[src/rtl/discrete_rc_node_mc.sv]
// Time-multiplexed bank of NCH first-order discrete RC nodes sharing one multiplier.
// Define DISC_RC_SAT_EN to clamp results to DW bits and flag overflow per channel; default wraps.

module discrete_rc_node_mc #(
    parameter int NCH  = 4,
    parameter int NIN  = 3,
    parameter int DW   = 16,
    parameter int CW   = 18,
    parameter int FRAC = 16,
    localparam int CHW  = (NCH > 1) ? $clog2(NCH) : 1,
    localparam int IDXW = $clog2(NIN + 1)
) (
    input  logic                  clk_msdsl,
    input  logic                  rst_msdsl,
    input  logic                  tick,
    input  logic [NCH*NIN*DW-1:0] x_in,
    input  logic                  coef_we,
    input  logic [CHW-1:0]        coef_ch,
    input  logic [IDXW-1:0]       coef_idx,
    input  logic [CW-1:0]         coef_wdata,
    output logic [NCH*DW-1:0]     v_out,
    output logic                  busy,
    output logic                  done,
    output logic [NCH-1:0]        ovf,
    output logic                  tick_miss,
    output logic                  coef_err
);
    localparam int PW = DW + CW;
    localparam int AW = DW + CW + IDXW;
    localparam logic signed [AW:0] ROUND_HALF = (AW+1)'(1) << (FRAC - 1);

    typedef enum logic [1:0] {ST_IDLE, ST_MAC, ST_WB, ST_COMMIT} state_t;

    state_t               state_q;
    logic [CHW-1:0]       ch_q;
    logic [IDXW-1:0]      term_q;
    logic signed [AW-1:0] acc_q;
    logic                 busy_q, done_q, tick_miss_q, coef_err_q;
    logic signed [CW-1:0] coef_q   [NCH][NIN+1];
    logic signed [DW-1:0] v_q      [NCH];
    logic signed [DW-1:0] shadow_q [NCH];
    logic signed [DW-1:0] xs_q     [NCH][NIN];
    logic                 pend_valid_q;
    logic [CHW-1:0]       pend_ch_q;
    logic [IDXW-1:0]      pend_idx_q;
    logic signed [CW-1:0] pend_data_q;

    logic signed [DW-1:0] operand;
    logic signed [PW-1:0] prod;
    logic signed [DW-1:0] wb_val;
    logic                 start;
    logic                 coef_ok;

    assign start   = (state_q == ST_IDLE) && tick;
    assign coef_ok = (int'(coef_ch) < NCH) && (int'(coef_idx) <= NIN);

    // Term 0 multiplies the committed state, terms 1..NIN the snapshot inputs.
    always_comb begin
        // NOTE: default first so every path assigns and no latch is inferred.
        operand = v_q[ch_q];
        if (term_q != '0)
            operand = xs_q[ch_q][term_q - IDXW'(1)];
    end

    assign prod = PW'(operand) * PW'(coef_q[ch_q][term_q]);

`ifdef DISC_RC_SAT_EN
    localparam logic signed [AW:0] SAT_MAX = ((AW+1)'(1) << (DW - 1)) - (AW+1)'(1);
    localparam logic signed [AW:0] SAT_MIN = ~SAT_MAX;

    logic signed [AW:0] r_full;
    logic               wb_clip;
    logic [NCH-1:0]     ovf_q;

    assign r_full = ((AW+1)'(acc_q) + ROUND_HALF) >>> FRAC;

    always_comb begin
        wb_val  = r_full[DW-1:0];
        wb_clip = 1'b0;
        if (r_full > SAT_MAX) begin
            wb_val  = SAT_MAX[DW-1:0];
            wb_clip = 1'b1;
        end else if (r_full < SAT_MIN) begin
            wb_val  = SAT_MIN[DW-1:0];
            wb_clip = 1'b1;
        end
    end

    always_ff @(posedge clk_msdsl) begin
        if (rst_msdsl)
            ovf_q <= '0;
        else if ((state_q == ST_WB) && wb_clip)
            ovf_q[ch_q] <= 1'b1;
    end

    assign ovf = ovf_q;
`else
    assign wb_val = DW'(((AW+1)'(acc_q) + ROUND_HALF) >>> FRAC);
    assign ovf    = '0;
`endif

    always_ff @(posedge clk_msdsl) begin
        if (rst_msdsl) begin
            state_q      <= ST_IDLE;
            ch_q         <= '0;
            term_q       <= '0;
            acc_q        <= '0;
            busy_q       <= 1'b0;
            done_q       <= 1'b0;
            tick_miss_q  <= 1'b0;
            coef_err_q   <= 1'b0;
            pend_valid_q <= 1'b0;
            pend_ch_q    <= '0;
            pend_idx_q   <= '0;
            pend_data_q  <= '0;
            // NOTE: coefficients and states are architecturally visible, so they
            // reset; the input snapshot and shadow are always written before use.
            for (int c = 0; c < NCH; c++) begin
                v_q[c] <= '0;
                for (int i = 0; i <= NIN; i++)
                    coef_q[c][i] <= '0;
            end
        end else begin
            done_q <= 1'b0;

            if (tick && busy_q)
                tick_miss_q <= 1'b1;

            // A write arriving with the starting tick is parked until commit,
            // so the pass it coincides with still sees the old coefficient.
            if (coef_we) begin
                if (busy_q) begin
                    coef_err_q <= 1'b1;
                end else if (coef_ok) begin
                    if (tick) begin
                        pend_valid_q <= 1'b1;
                        pend_ch_q    <= coef_ch;
                        pend_idx_q   <= coef_idx;
                        pend_data_q  <= coef_wdata;
                    end else begin
                        coef_q[coef_ch][coef_idx] <= coef_wdata;
                    end
                end
            end

            case (state_q)
                ST_IDLE: begin
                    if (tick) begin
                        state_q <= ST_MAC;
                        busy_q  <= 1'b1;
                        ch_q    <= '0;
                        term_q  <= '0;
                        acc_q   <= '0;
                    end
                end
                ST_MAC: begin
                    acc_q <= acc_q + AW'(prod);
                    if (term_q == IDXW'(NIN))
                        state_q <= ST_WB;
                    else
                        term_q <= term_q + IDXW'(1);
                end
                ST_WB: begin
                    acc_q  <= '0;
                    term_q <= '0;
                    if (ch_q == CHW'(NCH - 1)) begin
                        state_q <= ST_COMMIT;
                    end else begin
                        ch_q    <= ch_q + CHW'(1);
                        state_q <= ST_MAC;
                    end
                end
                ST_COMMIT: begin
                    state_q <= ST_IDLE;
                    busy_q  <= 1'b0;
                    done_q  <= 1'b1;
                    for (int c = 0; c < NCH; c++)
                        v_q[c] <= shadow_q[c];
                    if (pend_valid_q) begin
                        coef_q[pend_ch_q][pend_idx_q] <= pend_data_q;
                        pend_valid_q <= 1'b0;
                    end
                end
                default: state_q <= ST_IDLE;
            endcase
        end
    end

    always_ff @(posedge clk_msdsl) begin
        if (start) begin
            for (int c = 0; c < NCH; c++)
                for (int i = 0; i < NIN; i++)
                    xs_q[c][i] <= x_in[(c*NIN + i)*DW +: DW];
        end
        if (state_q == ST_WB)
            shadow_q[ch_q] <= wb_val;
    end

    for (genvar c = 0; c < NCH; c++) begin : g_vout
        assign v_out[c*DW +: DW] = v_q[c];
    end

    assign busy      = busy_q;
    assign done      = done_q;
    assign tick_miss = tick_miss_q;
    assign coef_err  = coef_err_q;

endmodule

[config.mk]
export PLATFORM = sky130hd
export DESIGN_NAME = discrete_rc_node_mc
export DESIGN_NICKNAME = d
export VERILOG_FILES = /design/src/rtl/discrete_rc_node_mc.sv
export SDC_FILE = /design/constraint.sdc
export NUM_CORES = 2
export LEC_CHECK = 0
export ABC_AREA = 0
export CAP_MARGIN = 20
export CORE_MARGIN = 8
export CORE_UTILIZATION = 41
export DETAILED_ROUTE_END_ITERATION = 7
export HOLD_SLACK_MARGIN = 0.08
export SETUP_SLACK_MARGIN = 0.15
export SYNTH_ARGS = -nofsm -noshare
export SYNTH_HDL_FRONTEND = slang
export SYNTH_SLANG_ARGS = --single-unit
[constraint.sdc]
create_clock -name clk_msdsl -period 26 [get_ports clk_msdsl]
set_input_delay 5.2 -clock clk_msdsl [delete_from_list [all_inputs] [get_ports clk_msdsl]]
set_output_delay 5.2 -clock clk_msdsl [all_outputs]
set_load 0.01 [all_outputs]
==> flow_metrics.tcl <==
set metrics [dict create \
    status "completed" \
    postSynth.asyncResetShare 0 \
    clk_latency_ns 0.66 \
    worst_pin_slew_ns 1.112 \
    clockBufferDepth 3 \
    place.gp.congestion 0.8981 \
    grt_remaining_overflow 0 \
    initial_core_util 0.4135 \
    fin_util 0.4794 \
    hold_viol_final 0 \
    post-dp-hpwl_um 81610 \
    final_area_um2 47940 \
    place_inst 5007 \
    grt_pass1_vias 27620 \
    drt-total-wl_um 114600 \
    maxCapViolCount 0 \
    drc 0 \
    antenna_found_initial 9 \
    ctsResizeCount 0 \
    slew_headroom 0.2585 \
    vdd_drop_max_v 0.00008528 \
    fin_nets 4418 \
    ys_types 68 \
    fillers 8867 \
    critPathSlowestCell "buf_4" \
    drive_above_1_share 0.1038 \
    fin_crit_sh 0.3507 \
    setup_viol 0 \
    first_pass_iters 6 \
    placed_area_um2 45290 \
    grt_pass1_wl_um 173500 \
    rows 116 \
    rsz0062_at_grt "false" \
    total_leakage_power_nw 18.04 \
    htree_levels 3 \
    yosys_warnings 0 \
    cts_tree "built" \
    track_usage 0.2038 \
    ys_seq_area_frac 0.4740 \
    synth_seq_cells 675 \
    dr.first_iter.drc_count 2180 \
    ant_nets 0 \
    fp.dieArea_um2 111300 \
    wl_per_cell_um 22.21 \
    timing.hold.ws_ns 0.4989 \
    clock_sinks 675 \
    worstSetupPathType "register to register" \
    synth_edf_count 608 \
    synth_top_cell_area_share 0.4415 \
    cp.arrival_ns 9.68 \
    cts.hold.buffers_added 0 \
    dieWidth_um 333.6 \
    endpoint_kind "register" \
    regArea_um2 19610 \
    critical-path-max-stage-delay_ns 0.80 \
    max_freq_mhz 109.7 \
    syn_inst 3621 \
    cts_setup_buffers 0 \
    fin_crit_ns 9.119 \
    synth_area_leaders "edfxtp_1 (44%), fa_1 (15%), mux4_2 (8.2%), nand2_1 (7.2%), inv_1 (3.3%)" \
    required_ns 26.56 \
    p_per_area_nw_per_um2 95.02 \
    fin_cells 5159 \
    synth_area_um2 41350 \
    io_buffers 285 \
    cts-root-buf "clkbuf_16" \
    finalSetupTns_ns 0 \
    path_common_cell "fa_1" \
    die_h_um 333.6 \
    start_kind "register" \
    vias 27110 \
    io_pins 290 \
    synth.avg_cell_area_um2 11.42 \
    core-area_um2 100000 \
    layout_common_cells "nand2_1 (794), edfxtp_1 (608), inv_1 (359)" \
    path_clk_slew_ns 0.06 \
    cp_max_fo 96 \
    grt_max_degree 194 \
    slew_violations 0 \
    layout_commonest_cell "nand2_1" \
    synth_flop_cell "edfxtp_1" \
    yosysTopAreaCell "edfxtp_1" \
    multiInputGateArea_um2 19310 \
    finalClockSkew_ns 0.03923 \
    via_per_inst 5.255 \
    cts_made_buffers 74 \
    hold_path.class "register to register" \
    syn_to_final_growth_pct 15.93 \
]
-- routing by layer --
layer / up-vias / share of wire / global-route usage
li1: 12510 / - / -
met1: 13470 / 0.42 / 0.2688
met2: 945 / 0.49 / 0.3410
met3: 189 / 0.068 / 0.03491
met4: 0 / 0.030 / 0.06886
met5: - / 0 / 0
-- metrics by stage --
step	power (W)	worst slack, ns
5_1_grt	0.004920	16.27
6_report	0.004555	16.88
3_3_place_gp	0.003464	16.73
4_1_cts	0.004576	16.66
3_5_place_dp	0.003484	16.66
2_1_floorplan	0.002995	6.051
-- kinds of logic after synthesis --
logic type	after synthesis	synth area share
compound gates	463	0.06233
xor+xnor	57	0.01225
fa+ha+maj	410	0.1796
buf+inv	642	0.06134
flops	675	0.4740
mux	177	0.08854
other cells	1	0.00009069
simple gates	1196	0.1219
-- registers in the layout, summed over array words and instances, names as in the netlist, named ones only --
name	count
pend_data_q	18
shadow_q	64
state_q	2
acc_q	32
xs_q	192
tick_miss	1
pend_ch_q	2
v_q	64
term_q	2
ch_q	2
coef_q	288
coef_err	1
pend_valid_q	1
pend_idx_q	2
done	1
busy	1
-- cell usage after synthesis (3+ instances only) --
master	number
o21ai_1	97
o21bai_1	6
nor3b_1	3
o211ai_1	5
nand4_1	5
nor3_1	8
buf_2	23
inv_1	359
buf_4	12
a31oi_1	4
o21a_1	6
nand2b_1	14
nor2_1	187
nand2_1	794
a21oi_1	58
mux4_2	150
o21ai_0	219
mux2_2	10
xor2_1	14
or3_1	20
buf_1	11
nand3_1	18
a22o_1	10
fa_1	306
o31ai_1	3
clkbuf_1	206
and3_1	7
mux2i_1	17
dfxtp_1	67
edfxtp_1	608
a21o_1	11
or2_1	6
a22oi_1	25
xnor2_1	42
nand3b_1	7
and2_1	84
buf_6	7
inv_2	24
nor2b_1	29
ha_1	104
-- worst paths after layout --
check,startpoint,endpoint,slack [ns],cells past startpoint
worst max-delay path,register,acc_q[28],16.88,26
worst min register to register,coef_err,coef_err,0.50,2
worst min-delay path,coef_err,coef_err,0.50,2
worst max register to register,register,acc_q[28],16.88,26
-- worst max-delay path: cells and delay by family, from the launching register on --
family	cells	cell delay, ns
and+or+nand+nor	2	0.35
muxes	2	0.86
buffers and inverters	6	1.83
DFF	1	0.35
adders and majority gates	7	3.16
AOI/OAI and AO/OA	9	2.34
-- report_power, final --
| part | internal [W] | switching, W | leakage (nW) | total, W |
|---|---|---|---|---|
| Sequential | 0.00124 | 0.0000346 | 6.61 | 0.00128 |
| Combinational | 0.000936 | 0.00126 | 10.2 | 0.00219 |
| Clock | 0.000624 | 0.000459 | 1.22 | 0.00108 |
| Total | 0.00280 | 0.00175 | 18.0 | 0.00456 |
-- area by class of cell --
type,count,share of cell area
flip-flops and latches,675,0.4090
multi-input cells,2307,0.4028
repair buffers,349,0.07094
clock buffers,94,0.04145
well taps,1298,0.03388
inverters,383,0.02999
clock inverters,44,0.01146
diodes,9,0.0004698
(Power assumes the default switching activity.)
